### config.mk
export PLATFORM = sky130hd
export DESIGN_NAME = pipelined_select_subtractor
export DESIGN_NICKNAME = d
export VERILOG_FILES = /design/src/rtl/pipelined_select_subtractor.sv
export SDC_FILE = /design/constraint.sdc
export NUM_CORES = 1
export LEC_CHECK = 0
export ABC_AREA = 0
export BUFFER_PORTS_ARGS = -buffer_cell sky130_fd_sc_hd__buf_2
export CORE_ASPECT_RATIO = 1.4
export CORE_MARGIN = 3
export CORE_UTILIZATION = 56
export DETAILED_ROUTE_END_ITERATION = 10
export PLACE_DENSITY_LB_ADDON = 0.15
export SETUP_SLACK_MARGIN = 0.15
export SYNTH_ARGS = -nofsm -noshare
export SYNTH_HDL_FRONTEND = slang
export SYNTH_SLANG_ARGS = --single-unit
### constraint.sdc
create_clock -name clk -period 2.4 [get_ports clk]
set_input_delay 0.24 -clock clk [delete_from_list [all_inputs] [get_ports clk]]
set_output_delay 0.24 -clock clk [all_outputs]
set_load 0.1 [all_outputs]
### src/rtl/pipelined_select_subtractor.sv
// Two-stage carry-select subtractor D = A - B - bin with valid/ready handshake.
// Stage 1 resolves the low half and both high-half candidates; stage 2 selects.
module pipelined_select_subtractor #(
  parameter int WIDTH = 32
) (
  input  logic             clk,
  input  logic             rst_n,
  input  logic             in_valid,
  output logic             in_ready,
  input  logic [WIDTH-1:0] A,
  input  logic [WIDTH-1:0] B,
  input  logic             bin,
  output logic             out_valid,
  input  logic             out_ready,
  output logic [WIDTH-1:0] D,
  output logic             bout,
  output logic             OF,
  output logic             Z,
  output logic             N
);

  localparam int H = WIDTH / 2;

  logic         s1_v_q, s1_v_d;
  logic [H-1:0] s1_lo_q;
  logic         s1_c_q;
  logic [H-1:0] s1_h0_q, s1_h1_q;
  logic         s1_h0c_q, s1_h1c_q;
  logic         s1_amsb_q, s1_bmsb_q;

  logic             s2_v_q, s2_v_d;
  logic [WIDTH-1:0] d_q;
  logic             bout_q, of_q, z_q, n_q;

  logic s1_ld, s1_take, s2_ld, s2_take;

  // Subtraction as A + ~B + ~bin; each sum is one bit wider to expose its carry.
  logic [H:0] lo_sum_d, h0_sum_d, h1_sum_d;

  assign lo_sum_d = {1'b0, A[H-1:0]} + {1'b0, ~B[H-1:0]} + {{H{1'b0}}, ~bin};
  assign h0_sum_d = {1'b0, A[WIDTH-1:H]} + {1'b0, ~B[WIDTH-1:H]};
  assign h1_sum_d = h0_sum_d + {{H{1'b0}}, 1'b1};

  assign s2_ld    = ~s2_v_q | out_ready;
  assign s2_take  = s2_ld & s1_v_q;
  assign s1_ld    = ~s1_v_q | s2_ld;
  assign in_ready = rst_n & s1_ld;
  assign s1_take  = in_valid & in_ready;

  // NOTE: every variable assigned in always_comb gets a default first so no latch is inferred.
  always_comb begin
    s1_v_d = s1_v_q;
    s2_v_d = s2_v_q;
    if (s1_ld) s1_v_d = in_valid;
    if (s2_ld) s2_v_d = s1_v_q;
  end

  // Stage 2 selection: the registered low-half carry picks the high candidate.
  logic [H-1:0]     hi_sel_d;
  logic             hi_c_d;
  logic [WIDTH-1:0] d_d;

  assign hi_sel_d = s1_c_q ? s1_h1_q : s1_h0_q;
  assign hi_c_d   = s1_c_q ? s1_h1c_q : s1_h0c_q;
  assign d_d      = {hi_sel_d, s1_lo_q};

  // NOTE: sequential state uses non-blocking assignments only, so every flop samples pre-edge values.
  always_ff @(posedge clk or negedge rst_n) begin
    if (!rst_n) begin
      s1_v_q <= 1'b0;
      s2_v_q <= 1'b0;
    end else begin
      s1_v_q <= s1_v_d;
      s2_v_q <= s2_v_d;
    end
  end

  // NOTE: data registers are reset too so the outputs are 0, never X, straight after reset.
  always_ff @(posedge clk or negedge rst_n) begin
    if (!rst_n) begin
      s1_lo_q   <= '0;
      s1_c_q    <= 1'b0;
      s1_h0_q   <= '0;
      s1_h0c_q  <= 1'b0;
      s1_h1_q   <= '0;
      s1_h1c_q  <= 1'b0;
      s1_amsb_q <= 1'b0;
      s1_bmsb_q <= 1'b0;
    end else if (s1_take) begin
      s1_lo_q   <= lo_sum_d[H-1:0];
      s1_c_q    <= lo_sum_d[H];
      s1_h0_q   <= h0_sum_d[H-1:0];
      s1_h0c_q  <= h0_sum_d[H];
      s1_h1_q   <= h1_sum_d[H-1:0];
      s1_h1c_q  <= h1_sum_d[H];
      s1_amsb_q <= A[WIDTH-1];
      s1_bmsb_q <= B[WIDTH-1];
    end
  end

  always_ff @(posedge clk or negedge rst_n) begin
    if (!rst_n) begin
      d_q    <= '0;
      bout_q <= 1'b0;
      of_q   <= 1'b0;
      z_q    <= 1'b0;
      n_q    <= 1'b0;
    end else if (s2_take) begin
      d_q    <= d_d;
      bout_q <= ~hi_c_d;
      of_q   <= (s1_amsb_q ^ s1_bmsb_q) & (d_d[WIDTH-1] ^ s1_amsb_q);
      z_q    <= (d_d == '0);
      n_q    <= d_d[WIDTH-1];
    end
  end

  assign out_valid = s2_v_q;
  assign D         = d_q;
  assign bout      = bout_q;
  assign OF        = of_q;
  assign Z         = z_q;
  assign N         = n_q;

endmodule

==> impl_results.md <==
* Ant diodes at 0
* Layout Cells excl Fill at 891
* WP data arrival at 2.68 ns
* Fillers at 616
* Number of synthesized flops with an enable pin at 0
* PnR worst setup slack at -0.0243 ns
* Remaining DRCs at 0
* Post-Syn Area per Cell at 9.10 um2
* Peak supply drop at 0.464 mV
* H-Tree Depth at 3
* Core area at 9230 um2
* Number of global-route vias before repair at 4980
* Worst Path Required at 2.65 ns
* Antenna violations before repair at 0
* DP Wirelength at 10.3 mm
* Status: finished, violations left
* Mapped Cells at 595
* Drt initial violations at 232
* WS Path Type: input port to register
* Largest net degree at the start of global routing at 59
* Max-slew headroom at 45.9%
* Max-slew violations at 0
* Fmax at 0.412 GHz
* Period utilisation layout at 101%
* DP Cell Count at 862
* Crit end category: register
* Worst Hold Class: input port to register
* Post-Syn Area at 5420 um2
* Total Nets Final at 883
* Final Hold Vio Count at 0
* TritonCTS clock tree: done
* Initial core utilization at 58.6%
* First-pass GRT wire length at 21.9 mm
* Avg Vias per Cell at 5.71
* Setup violations, final at 2
* I/O Buffers at 106
* Static leakage at 3.71 nW
* Routability cong. at 0.988
* Max Fanout on Critical Path at 4
* Root Buffer Master: clkbuf_16
* Layout area overhead at 35.4%
* Library cells used by synthesis at 49
* Antenna Violating Nets Remaining at 0
* Startpoint Class: input port
* Worst-Skew Late Latency at 0.34 ns
* Num rows at 41
* GR Util All Layers at 25.8%
* Clock-pin slew on the worst setup and hold paths at 0.06 ns
* Pre-Repair DR Iteration Count at 4
* Die area at 10900 um2
* Ys async rst share at 100%
* Total Wirelength at 14.5 mm
* Fin crit period at 2.42 ns
* Failing checks: negative setup slack
* Clock skew at 0.00385 ns
* Register bit count reported by yosys at 90
* Overflow left after global routing at 0
* Share of cells above drive strength 1 at 36.0%
* Yosys warns at 0
* Mapped Nets at 699
* Ys flop type: dfrtp_1
* CTS sink cnt at 90
* Design Power at 7.05 mW
* Max-cap violations at 0
* Die Span X at 89.1 um
* IO Count at 107
* Vias at 5087
* Tightest Pin Transition at 0.802 ns
* Power per cell area at 962 nW/um2
* Cts bufs inserted at 9
* RSZ-0062 raised after global routing: yes
* Clock Tree Buf Depth at 2
* Die Ht at 122 um
* Routed length per placed instance at 16.3 um
* Register area share after synthesis at 41.6%
-- cell type report --
| class | instances | area (um2) | share of cell area, % |
|---|---|---|---|
| Clock buffer | 11 | 243 | 3.31 |
| Multi-Input combinational cell | 436 | 3190 | 43.5 |
| Inverter | 43 | 176 | 2.41 |
| Tap cell | 107 | 134 | 1.83 |
| Timing Repair Buffer | 199 | 1280 | 17.5 |
| Clock inverter | 5 | 53.8 | 0.734 |
| Sequential cell | 90 | 2250 | 30.7 |
-- kinds of logic after synthesis --
family	synth area share, %
muxes	6.68
xor gates and xnor gates	5.66
buffers and inverters	5.01
adders and majority gates	8.50
and+or+nand+nor	15.9
AOI/OAI and AO/OA	16.7
DFF	41.6
-- cell usage in the layout (no fill, tap or decap), drive strengths merged, types with 5 or more instances in the layout --
cell type  count
a211oi         5
a21o          13
a21oi         22
a31oi          5
buf          198
clkbuf        11
dfrtp         90
ha            32
inv           43
mux2          17
mux2i         17
nand2        111
nand3         10
nand4          6
nor2          19
nor3           8
nor4           9
o21ai         61
o21bai         6
o31ai          7
xnor2         22
xor2          13
-- where the power goes --
part / total, mW / internal (mW) / switching [mW] / leakage [nW]
Combinational: 3.41 / 0.955 / 2.46 / 2.45
Sequential: 2.25 / 1.93 / 0.315 / 1.11
Clock: 1.39 / 0.831 / 0.563 / 0.149
Total: 7.05 / 3.72 / 3.33 / 3.71
-- cell usage after synthesis (all sizes together), types with 4 or more instances --
| cell | count | area share, % |
|---|---|---|
| o21bai | 6 | 0.83 |
| dfrtp | 90 | 42 |
| ha | 32 | 7.4 |
| xor2 | 13 | 2.1 |
| a31oi | 5 | 0.58 |
| nor4 | 9 | 1.0 |
| nand4 | 6 | 0.69 |
| mux2i | 17 | 3.1 |
| o21ai | 61 | 5.6 |
| nand2 | 111 | 7.7 |
| or3 | 4 | 0.46 |
| a21o | 13 | 1.8 |
| o21a | 4 | 0.55 |
| mux2 | 17 | 3.5 |
| xnor2 | 22 | 3.6 |
| nand3 | 10 | 0.92 |
| inv | 43 | 3.0 |
| nor3 | 8 | 0.74 |
| a21oi | 22 | 2.0 |
| a2111oi | 4 | 0.76 |
| and3 | 4 | 0.46 |
| nor2 | 19 | 1.3 |
| buf | 9 | 0.85 |
| clkbuf | 17 | 1.2 |
| nand2b | 4 | 0.46 |
| a211oi | 5 | 0.69 |
| o31ai | 7 | 0.97 |
-- path summary, 6_finish.rpt --
path | from | endpoint | slack (ns) | cells past startpoint
worst min-delay path | in_valid | s1_v_q | 0.13 | 2
worst max register to register | s1_h1_q[6] | Z | 0.30 | 5
min in group asynchronous | rst_n | D[1] | 0.49 | 3
worst min register to register | D[16] | D[16] | 0.47 | 2
worst max-delay path | B[16] | s1_h1_q[14] | -0.02 | 13
max in group asynchronous | rst_n | out_valid | 1.29 | 3
-- layer usage --
layer	up-vias	GRT usage [%]	part of all wire, %
met5	-	0	0
li1	2436	-	-
met4	0	14.9	4.4
met2	174	46.9	54
met1	2425	27.6	38
met3	52	3.43	4.1
-- critical path, stage by stage --
cell and delay (ns):
buf_8 0.09, inv_12 0.03, ha_4 0.15, fa_2 0.33, a211o_1 0.31, a21o_1 0.25
a41oi_4 0.17, buf_6 0.14, nor4_2 0.04, a41o_1 0.20, or2_1 0.22, or3_1 0.35
a31oi_1 0.15
-- sequential cells by signal (all words and copies together), names as in the netlist --
register	cells
s1_bmsb_q	1
s1_c_q	1
s1_v_q	1
out_valid	1
s1_h0_q	16
bout	1
s1_amsb_q	1
OF	1
s1_h1_q	16
s1_h0c_q	1
s1_lo_q	16
Z	1
D	32
s1_h1c_q	1
-- through the flow --
stage / TNS, ns / utilization (%) / setup WS (ns) / hold slack, ns / area [um2]
6_report: -0.0309 / 79.4 / -0.0243 / 0.129 / 7330
5_1_grt: -0.412 / 79.4 / -0.133 / 0.139 / 7330
4_1_cts: -0.0624 / 76.3 / -0.0328 / 0.110 / 7040
3_5_place_dp: -4.79 / 72.0 / -0.613 / 0.309 / 6640
3_3_place_gp: -3.50 / 72.0 / -0.416 / 0.299 / 6640
2_1_floorplan: -0.759 / - / -0.266 / -0.0556 / 5480
-- timing repair --
item,in CTS,in global routing
pin swaps,12,29
resized for setup,13,50
buffers inserted,5,7
hold endpoints to repair,32,0
hold buffers,1,0
endpoints found under the setup margin,11,18
(Power assumes the default switching activity.)
